<file path="src/rtl/prienc8_debounce.sv">
// Synchronise, debounce and priority-encode eight raw switch inputs.
// Define PRIENC_LATCH_EN to hold y at its last code when all stable bits clear.
module prienc8_debounce #(
    parameter  int DB_CYCLES = 4,
    localparam int CNT_W     = $clog2(DB_CYCLES) + 1
) (
    input  logic       clk,
    input  logic       rst,
    input  logic [7:0] x,
    input  logic       en,
    output logic [2:0] y,
    output logic       valid,
    output logic       changed,
    output logic [7:0] stable
);

    localparam logic [CNT_W-1:0] CNT_MAX = CNT_W'(DB_CYCLES - 1);
    localparam logic [CNT_W-1:0] CNT_ONE = CNT_W'(1);

    logic [7:0]       sync1;
    logic [7:0]       sync2;
    logic [CNT_W-1:0] cnt [8];
    logic [2:0]       code;
    logic             v;

    always_ff @(posedge clk) begin
        if (rst) begin
            sync1  <= '0;
            sync2  <= '0;
            stable <= '0;
            for (int i = 0; i < 8; i++) begin
                cnt[i] <= '0;
            end
        end else begin
            sync1 <= x;
            sync2 <= sync1;
            // A bit must disagree with its stable value on DB_CYCLES
            // consecutive edges; any agreement restarts the count.
            for (int i = 0; i < 8; i++) begin
                if (sync2[i] == stable[i]) begin
                    cnt[i] <= '0;
                end else if (cnt[i] == CNT_MAX) begin
                    stable[i] <= sync2[i];
                    cnt[i]    <= '0;
                end else begin
                    cnt[i] <= cnt[i] + CNT_ONE;
                end
            end
        end
    end

    always_comb begin
        code = 3'd0;
        v    = |stable;
        for (int i = 0; i < 8; i++) begin
            if (stable[i]) begin
                code = 3'(i);
            end
        end
`ifdef PRIENC_LATCH_EN
        if (!v) begin
            code = y;
        end
`else
        if (!v) begin
            code = 3'd0;
        end
`endif
    end

    // The registered {valid,y} doubles as the previous-value register.
    always_ff @(posedge clk) begin
        if (rst) begin
            y       <= 3'd0;
            valid   <= 1'b0;
            changed <= 1'b0;
        end else if (en) begin
            y       <= code;
            valid   <= v;
            changed <= ({v, code} != {valid, y});
        end else begin
            changed <= 1'b0;
        end
    end

endmodule
</file>
<file path="config.mk">
export PLATFORM = sky130hd
export DESIGN_NAME = prienc8_debounce
export DESIGN_NICKNAME = d
export VERILOG_FILES = /design/src/rtl/prienc8_debounce.sv
export SDC_FILE = /design/constraint.sdc
export NUM_CORES = 1
export LEC_CHECK = 0
export ABC_AREA = 1
export BUFFER_PORTS_ARGS = -buffer_cell sky130_fd_sc_hd__clkbuf_2
export CAP_MARGIN = 30
export CORE_ASPECT_RATIO = 1.2
export CORE_MARGIN = 2
export CORE_UTILIZATION = 55
export CTS_CLUSTER_DIAMETER = 60
export DETAILED_ROUTE_END_ITERATION = 7
export PLACE_DENSITY = 0.79
export SLEW_MARGIN = 20
export SYNTH_ARGS = -nofsm -noshare
export SYNTH_HDL_FRONTEND = slang
export SYNTH_SLANG_ARGS = --single-unit
</file>
<file path="constraint.sdc">
create_clock -name clk -period 3.85 [get_ports clk]
set_input_delay 0.385 -clock clk [delete_from_list [all_inputs] [get_ports clk]]
set_output_delay 0.385 -clock clk [all_outputs]
set_load 0.05 [all_outputs]
</file>
Word level (Yosys, flattened, before mapping)

Memories as Yosys holds them, arrays and structs flattened.
Cells that the tools add are included.

Flip-flop bits (word level): 29
Memory bits (writable): 24
Bits of input ports: 11
Output and inout bits: 13
Logic and storage cells: 204
Memories kept: 1

Memories:

| memory | depth | width | rd ports | clocked after Yosys merged registers in | write ports | RTL line | RTL |
|---|---|---|---|---|---|---|---|
| cnt    | 8     | 3     | 8        | 0                                       | 8           | 22       | `logic [CNT_W-1:0] cnt [8];` |

Add/subtract/negate cells: 8
Equality and inequality tests: 17
Mux-type cells: 122
Bitwise gates (word level): 33
Reduce and logical (&&, ||, !) cells: 10

Operators by type and width:

| operator                                       | count |
|---|---|
| 2-to-1 mux 3 bit                               | 31 |
| 2-to-1 mux 1 bit                               | 91 |
| adder 3 x 1 -> 3 bit (second input constant)   | 8 |
| == test 3 x 2 -> 1 bit (second input constant) | 8 |
| bitwise OR 1 bit                               | 24 |
| AND reduction 2 bit                            | 8 |
| NOT 1 bit                                      | 9 |
| == test 1 bit                                  | 8 |
| OR reduction 8 bit                             | 1 |
| != test 4 bit                                  | 1 |
| OR reduction 2 bit                             | 1 |

Longest topological paths before layout

Gate-level depths: netlist of the first run.

Depth in word-level cells: 9
Gate-level depth with buffers: 10
Gate-level depth less buffers: 10

Worst setup path before layout of the first run

No wires, ideal clock.

Path type: reg2reg
Start: register stable[2]
End: register changed
Setup time: 70 ps
Arrival: 1311 ps
Required time: 3780 ps
Slack: 2469 ps
Stages on the path, launching flop included: 11
Buffers on the path: 0
Period minus slack after synthesis: 1381 ps
Path through: dfxtp_1 inv_1 nand2_1 nand2_1 nand2_1 nand2_1 nand2_1 nand2_1 nand2_1 nand2_1 a21oi_1

Longest elaborated chain between the ends: 8
Elaborated cells between the ends (all ways): 9
Those cells by class: eq/ne: 1; mux: 7; reduce/logical: 1

RTL lines:

| element                         | RTL line | RTL |
|---|---|---|
| start, declared                 | 14       | `output logic [7:0] stable` |
| start signal, assigned by index | 43       | `stable[i] <= sync2[i];` |
| 2-to-1 mux 3 bit (6 in a row)   | 56       | `if (stable[i]) begin` |
| 2-to-1 mux 3 bit                | 65       | `if (!v) begin` |
| != test 4 bit (*)               | 80       | `changed <= ({v, code} != {valid, y});` |
| end signal, assigned            | 80       |  |
| end, declared                   | 13       | `output logic changed,` |

Mark *: on every way between the ends. The rest lies on a longest branch, timed or not.
A chain may end at the register's enable or synchronous reset.

Worst setup path in the final report of the first run

Start: register stable[5]
End: output port stable[5]

No word-level cell between the ends.

==> results of run 1 <==
## worst max path at each step
stage	startpoint	to	slack (ps)	depth (start not counted)
6_report	stable[5]	stable[5]	2350	1
4_1_cts	stable[7]	stable[7]	2340	1
2_1_floorplan	stable[2]	changed	2470	10
5_1_grt	cnt[1][0]	cnt[1][0]	2270	5
3_5_place_dp	rst	cnt[0][5]	2340	4
3_3_place_gp	rst	cnt[1][10]	2370	4
## routing by layer
layer | track usage [%] | part of all wire (%) | up-vias
met5 | 0 | 0 | -
met1 | 18.6 | 43 | 682
met2 | 30.1 | 51 | 27
met4 | 8.15 | 1.9 | 0
li1 | - | - | 829
met3 | 4.69 | 3.8 | 5
## power by group through the flow
stage	registers [mW]	logic (mW)	clock network [mW]
after CTS	0.633	0.116	0.303
final	0.633	0.115	0.292
after global routing	0.636	0.132	0.323
after detailed placement	0.646	0.115	0
after floorplan	0.667	0.0664	0
after global placement	0.645	0.113	0
## layout by cell type, fill, tap and decap left out
master    count
inv_1        53
nand2_4       1
nor2_1       45
nand2_2       2
nor2_4        3
inv_2         1
a21oi_1      19
nand2_1      14
clkbuf_1      3
o21ai_0       7
clkbuf_8      5
o211ai_1      8
o21ai_1       6
edfxtp_1     24
nand3_1       5
ha_1         16
o21bai_1      1
clkbuf_2     23
conb_1       24
dfxtp_1      29
## Yosys cell counts, drive strengths merged
master	instances	area, sq um
o21ai	13	65.1
nand2	17	76.3
o211ai	8	60.1
buf	3	15.0
nand3	5	25.0
conb	1	3.75
o21bai	1	7.51
dfxtp	29	581
edfxtp	24	721
a21oi	19	95.1
nor2	48	203
ha	16	200
inv	54	203
## state kept, by name, summed over array words and instances, names as in the netlist
| register | count |
|---|---|
| changed | 1 |
| sync1 | 8 |
| cnt | 24 |
| sync2 | 8 |
| stable | 8 |
| valid | 1 |
| y | 3 |
## kinds of logic after synthesis
logic type | Yosys count | synth area share (%)
buffers and inverters | 57 | 9.66
other | 1 | 0.166
flip-flops | 53 | 57.7
adder cells (fa/ha/maj) | 16 | 8.88
AND/OR/NAND/NOR | 70 | 13.5
AO/OA/AOI/OAI | 41 | 10.1
## final cells by class
type                    count  area share (%)
clock buffers               8            3.09
inverters                  54            7.83
multi-input cells         151            31.8
flip-flops and latches     53            50.3
well taps                  54            2.61
repair buffers             23            4.45
## stage by stage
step,cell area [sq um],power (mW),worst slack [ps]
2_1_floorplan,2340,0.733,2470
3_3_place_gp,2510,0.757,2370
3_5_place_dp,2510,0.761,2340
4_1_cts,2590,1.05,2340
5_1_grt,2590,1.09,2270
6_report,2590,1.04,2350
==> summary.txt, run 1 <==
Power and ir drop
  – Peak supply drop: 0.267 mV
  – Clock power share: 28.1%
  – Flop pwr share: 60.9%
  – PwrDens: 402 nW/um^2
  – Sw Share: 24.8%
  – Combinational share of power: 11.1%
  – Cell Int Power: 0.782 mW
  – NetSw: 0.257 mW
  – Leakage: 1.26 nW

Floorplan
  – I/O pin total: 24
  – Row count: 25
  – Initial core utilization: 57.2%
  – Core area: 3940 sq um
  – Die Y-Extent: 74.1 um
  – Die Width: 62.4 um
  – Die area: 4630 sq um

Critical path
  – Worst setup SP type: register
  – Reg2reg start: cnt[1][0]
  – CP top delay family: flip-flops
  – Crit Path Category: register to output port
  – Crit-path max FO: 6
  – CP peak stage delay: 480 ps
  – Reg2Reg Setup Slack: 2500 ps
  – Buffers and inverters on the worst path: 1
  – Worst path required time: 3460 ps
  – FF-to-FF path depth: 5
  – Crit path capture type: output port
  – Worst R2R End: cnt[1][0]
  – Crit-path cells: clkbuf_2
  – Arrival time at the worst endpoint: 1110 ps
  – Worst path slowest cell: dfxtp_1

Clock network
  – Clock-pin slew on the worst setup and hold paths: 80 ps
  – H-tree depth: 2
  – Root Driver: clkbuf_8
  – Hold_buf cts: 0
  – Clock Latency Late Sink: 300 ps
  – Clk buf depth: 2
  – CTS buffer count: 5
  – # resized after CTS: 0
  – CTS tree: done
  – Setup bufs post-CTS: 0
  – Clock sinks: 53

Status
  – Status: completed

Layout
  – Non-filler cells, final: 343
  – Nets: 315
  – Ratio of cells with drive above 1 in the final layout: 12.1%
  – Multi-input gate area: 822 sq um
  – Flip-flop and latch area: 1300 sq um
  – # fillers: 357
  – Area Overhead vs Synth: 14.8%
  – Ant. Diodes: 0
  – Final core utilization: 65.7%

Detailed routing
  – WL final: 3.31 mm
  – Initial DRC count: 77
  – Wirelength per Cell: 9.64 um
  – DRC Markers: 0
  – Total number of vias: 1,543
  – TritonRoute pass-1 iters: 4
  – Vias per cell: 4.50
  – Routed Antenna Nets: 0

GRT
  – Global route overflow: 0
  – Largest net degree at the start of global routing: 23
  – First-pass GRT wire length: 5.95 mm
  – GRT Total Usage: 16.8%
  – Initial antenna violation count: 0
  – Number of global-route vias before repair: 1,440

Synthesis
  – Gate Count Post-Synth: 238
  – Syn_area_per_cell: 9.47 sq um
  – Ys Warns: 0
  – Netlist cell types: 18
  – #FFs+latches synth: 53
  – Seq/Total Area, Yosys: 57.7%
  – Netlist Area Pre-Place: 2250 sq um

Timing
  – Setup Viol. Count Final: 0
  – Setup TNS: 0 ps
  – Peak Freq: 667 MHz
  – Pins Over Slew Limit: 0
  – RSZ-0062 raised after global routing: false
  – Min cycle time layout: 1500 ps
  – Crit share post-route: 38.9%
  – Hold_ws: 263 ps
  – Final Hold Vio Count: 0
  – Clock skew: 4.68 ps

Place
  – Post-DP HPWL: 2.50 mm
  – DP Cell Count: 335
  – Placer Congestion: 0.717
  – PortBufs: 23

Hold path
  – HP Start: x[4]
  – Hold Crit Class: primary input to register
  – Worst Hold Path EP: sync1[4]
  – Hold depth: 3

Job
  – Max cap viols: 0
Power figures use the tool's default switching activity.
==> run 2, diff against run 1 <==
clock period = 1.4 ns   (was 3.85 ns; I/O delays follow)
==> run 2 against run 1 <==
Against the previous run:
- global-route usage up 0.32 points
- worst setup slack worse by 2300 ps
- critical path depth rose by 4
- flip-flop and latch count unchanged
- sequential share of layout area fell by 1.3 points
==> summary.txt, run 2 (synthesized netlist as in run 1, its figures left out) <==
Critical path
  – Buffers and inverters on the worst path: 0 (-1)
  – CP top delay family: adder cells
  – Worst R2R End: cnt[1][5]
  – CP peak stage delay: 410 ps (-70 ps)
  – FF-to-FF path depth: 5 (unchanged)
  – Crit. Startpoint: cnt[1][3]
  – Crit-path cells: ha_1 -> ha_1 -> a21oi_1 -> o211ai_1 -> nor2_1
  – Worst path slowest cell: edfxtp_1
  – Most used cell, CP: ha_1
  – Crit-path max FO: 3 (-3)
  – Crit Path Category: register to register
  – Reg2Reg Setup Slack: 50 ps (-2450 ps)
  – Total stage count of the critical path: 5 (+4)
  – Crit path capture type: register
  – Arrival time at the worst endpoint: 1520 ps (+410 ps)
  – Worst path required time: 1570 ps (-1890 ps)
  – Worst setup SP type: register
  – Crit path to: cnt[1][5]
  – Reg2reg start: cnt[1][3]

Power and ir drop
  – PwrDens: 1080 nW/um^2 (+170%)
  – Peak supply drop: 0.745 mV (+180%)
  – Power Total: 2.87 mW (+180%)
  – Leakage: 1.26 nW (+0.50%)

Floorplan
  – Core area: 3940 sq um (unchanged)
  – Die Y-Extent: 74.1 um (unchanged)
  – I/O pin total: 24 (unchanged)
  – Die area: 4630 sq um (unchanged)
  – Row count: 25 (unchanged)
  – Die Width: 62.4 um (unchanged)
  – Initial core utilization: 57.2% (unchanged)

Layout
  – Ant. Diodes: 0 (unchanged)
  – Nets: 320 (+1.6%)
  – Area Overhead vs Synth: 17.8%
  – Most flops, register: cnt
  – Non-filler cells, final: 347 (+1.2%)
  – Most common cell after layout, fill and taps aside: inv_1
  – Ratio of cells with drive above 1 in the final layout: 17.7% (+5.6 points)
  – Max FFs per register: 24 (unchanged)
  – Final instance area: 2660 sq um (+2.6%)
  – Most frequent cells in the layout: inv_1, nor2_1, dfxtp_1, edfxtp_1, conb_1

Detailed routing
  – TritonRoute pass-1 iters: 4 (unchanged)
  – Vias per cell: 4.57 (+1.6%)
  – Routed Antenna Nets: 0 (unchanged)
  – WL final: 3.56 mm (+7.7%)
  – Initial DRC count: 70 (-9.1%)
  – Total number of vias: 1,586 (+2.8%)
  – DRC Markers: 0 (unchanged)
  – Wirelength per Cell: 10.3 um (+6.4%)

Job
  – Max cap viols: 0 (unchanged)

Clock network
  – CTS buffer count: 5 (unchanged)
  – CTS tree: done
  – Clk buf depth: 2 (unchanged)
  – H-tree depth: 2 (unchanged)
  – Hold_buf cts: 0 (unchanged)
  – Clock Latency Late Sink: 310 ps (about the same)
  – Clock-pin slew on the worst setup and hold paths: 90 ps (about the same)
  – Root Driver: clkbuf_8
  – Clock sinks: 53 (unchanged)

Timing
  – Final Hold Vio Count: 0 (unchanged)
  – Setup Viol. Count Final: 0 (unchanged)
  – Setup TNS: 0 ps (unchanged)
  – Clock skew: 6.59 ps (+1.91 ps)
  – Pins Over Slew Limit: 0 (unchanged)
  – Crit share post-route: 96.1%
  – Min cycle time layout: 1350 ps
  – Peak Freq: 743 MHz

GRT
  – Largest net degree at the start of global routing: 17 (-26%)
  – Initial antenna violation count: 0 (unchanged)
  – Number of global-route vias before repair: 1,450 (+0.69%)
  – Global route overflow: 0 (unchanged)
  – GRT Total Usage: 17.1% (+0.32 points)
  – First-pass GRT wire length: 5.99 mm (+0.71%)

Place
  – PortBufs: 23 (unchanged)
  – DP Cell Count: 336 (+0.30%)
  – Post-DP HPWL: 2.54 mm (+1.5%)
  – Placer Congestion: 0.768 (+7.2%)
  – Area post-placement: 2520 sq um (+0.30%)

Status
  – Status: completed

Hold path
  – Hold Crit Class: primary input to register
## run 2: cell count changes in the layout (fill, tap and decap cells not counted)
cell	change
a21oi_1	-3
buf_4	+5
clkinv_1	+1
ha_2	+9
a21oi_2	+3
clkbuf_1	-2
ha_1	-9
## run 2: stage by stage
stage	hold WS, ps	utilization (%)	setup slack (ps)
floorplan	247	-	19.2
global placement	332	63.8	97.0
detailed placement	335	63.8	31.9
CTS	5.01	65.8	17.7
global route	9.07	67.4	-11.2
finish	9.44	67.4	54.6
## run 2: per-layer routing
metal / wire length (um) / share of wire (%) / global-route usage (%) / up-vias
met3: 116 / 3.3 / 4.54 / 6
met4: 87 / 2.4 / 11.1 / 0
met1: 1520 / 43 / 19.0 / 714
met2: 1830 / 51 / 29.5 / 26
li1: - / - / - / 840
met5: 0 / 0 / 0 / -
## run 2: worst register-to-register path, delay by kind of cell, from the launching register on
family	cells	cell delay, ps
and+or+nand+nor	1	130
DFF	1	410
adders and majority gates	2	410
AOI/OAI and AO/OA	2	260
## run 2: worst min path at each step
| stage | startpoint | endpoint | slack, ps | cells past startpoint |
|---|---|---|---|---|
| 6_report | x[1] | sync1[1] | 9 | 3 |
| 5_1_grt | x[1] | sync1[1] | 9 | 3 |
| 4_1_cts | x[1] | sync1[1] | 5 | 3 |
| 3_5_place_dp | x[1] | sync1[1] | 330 | 3 |
| 3_3_place_gp | x[1] | sync1[1] | 330 | 3 |
| 2_1_floorplan | x[0] | sync1[0] | 250 | 2 |
## run 2: power by group
group	leakage (nW)	internal (mW)	switching (mW)	total, mW
logic	0.737	0.113	0.220	0.334
registers	0.486	1.69	0.0489	1.74
clock network	0.0387	0.338	0.453	0.791
total	1.26	2.14	0.722	2.87
## run 2: area by class of cell
class	instances	area (sq um)
multi-input cells	151	856
clock buffers	6	72.6
inverters	54	203
fillers	316	1280
well taps	54	67.6
repair buffers	28	153
clock inverters	1	3.75
flip-flops and latches	53	1300
## run 2: repair_timing
action,CTS,global route
setup endpoints to repair,0,15
gates resized for setup,0,12
buffers inserted,0,4
endpoints found under the hold margin,0,0
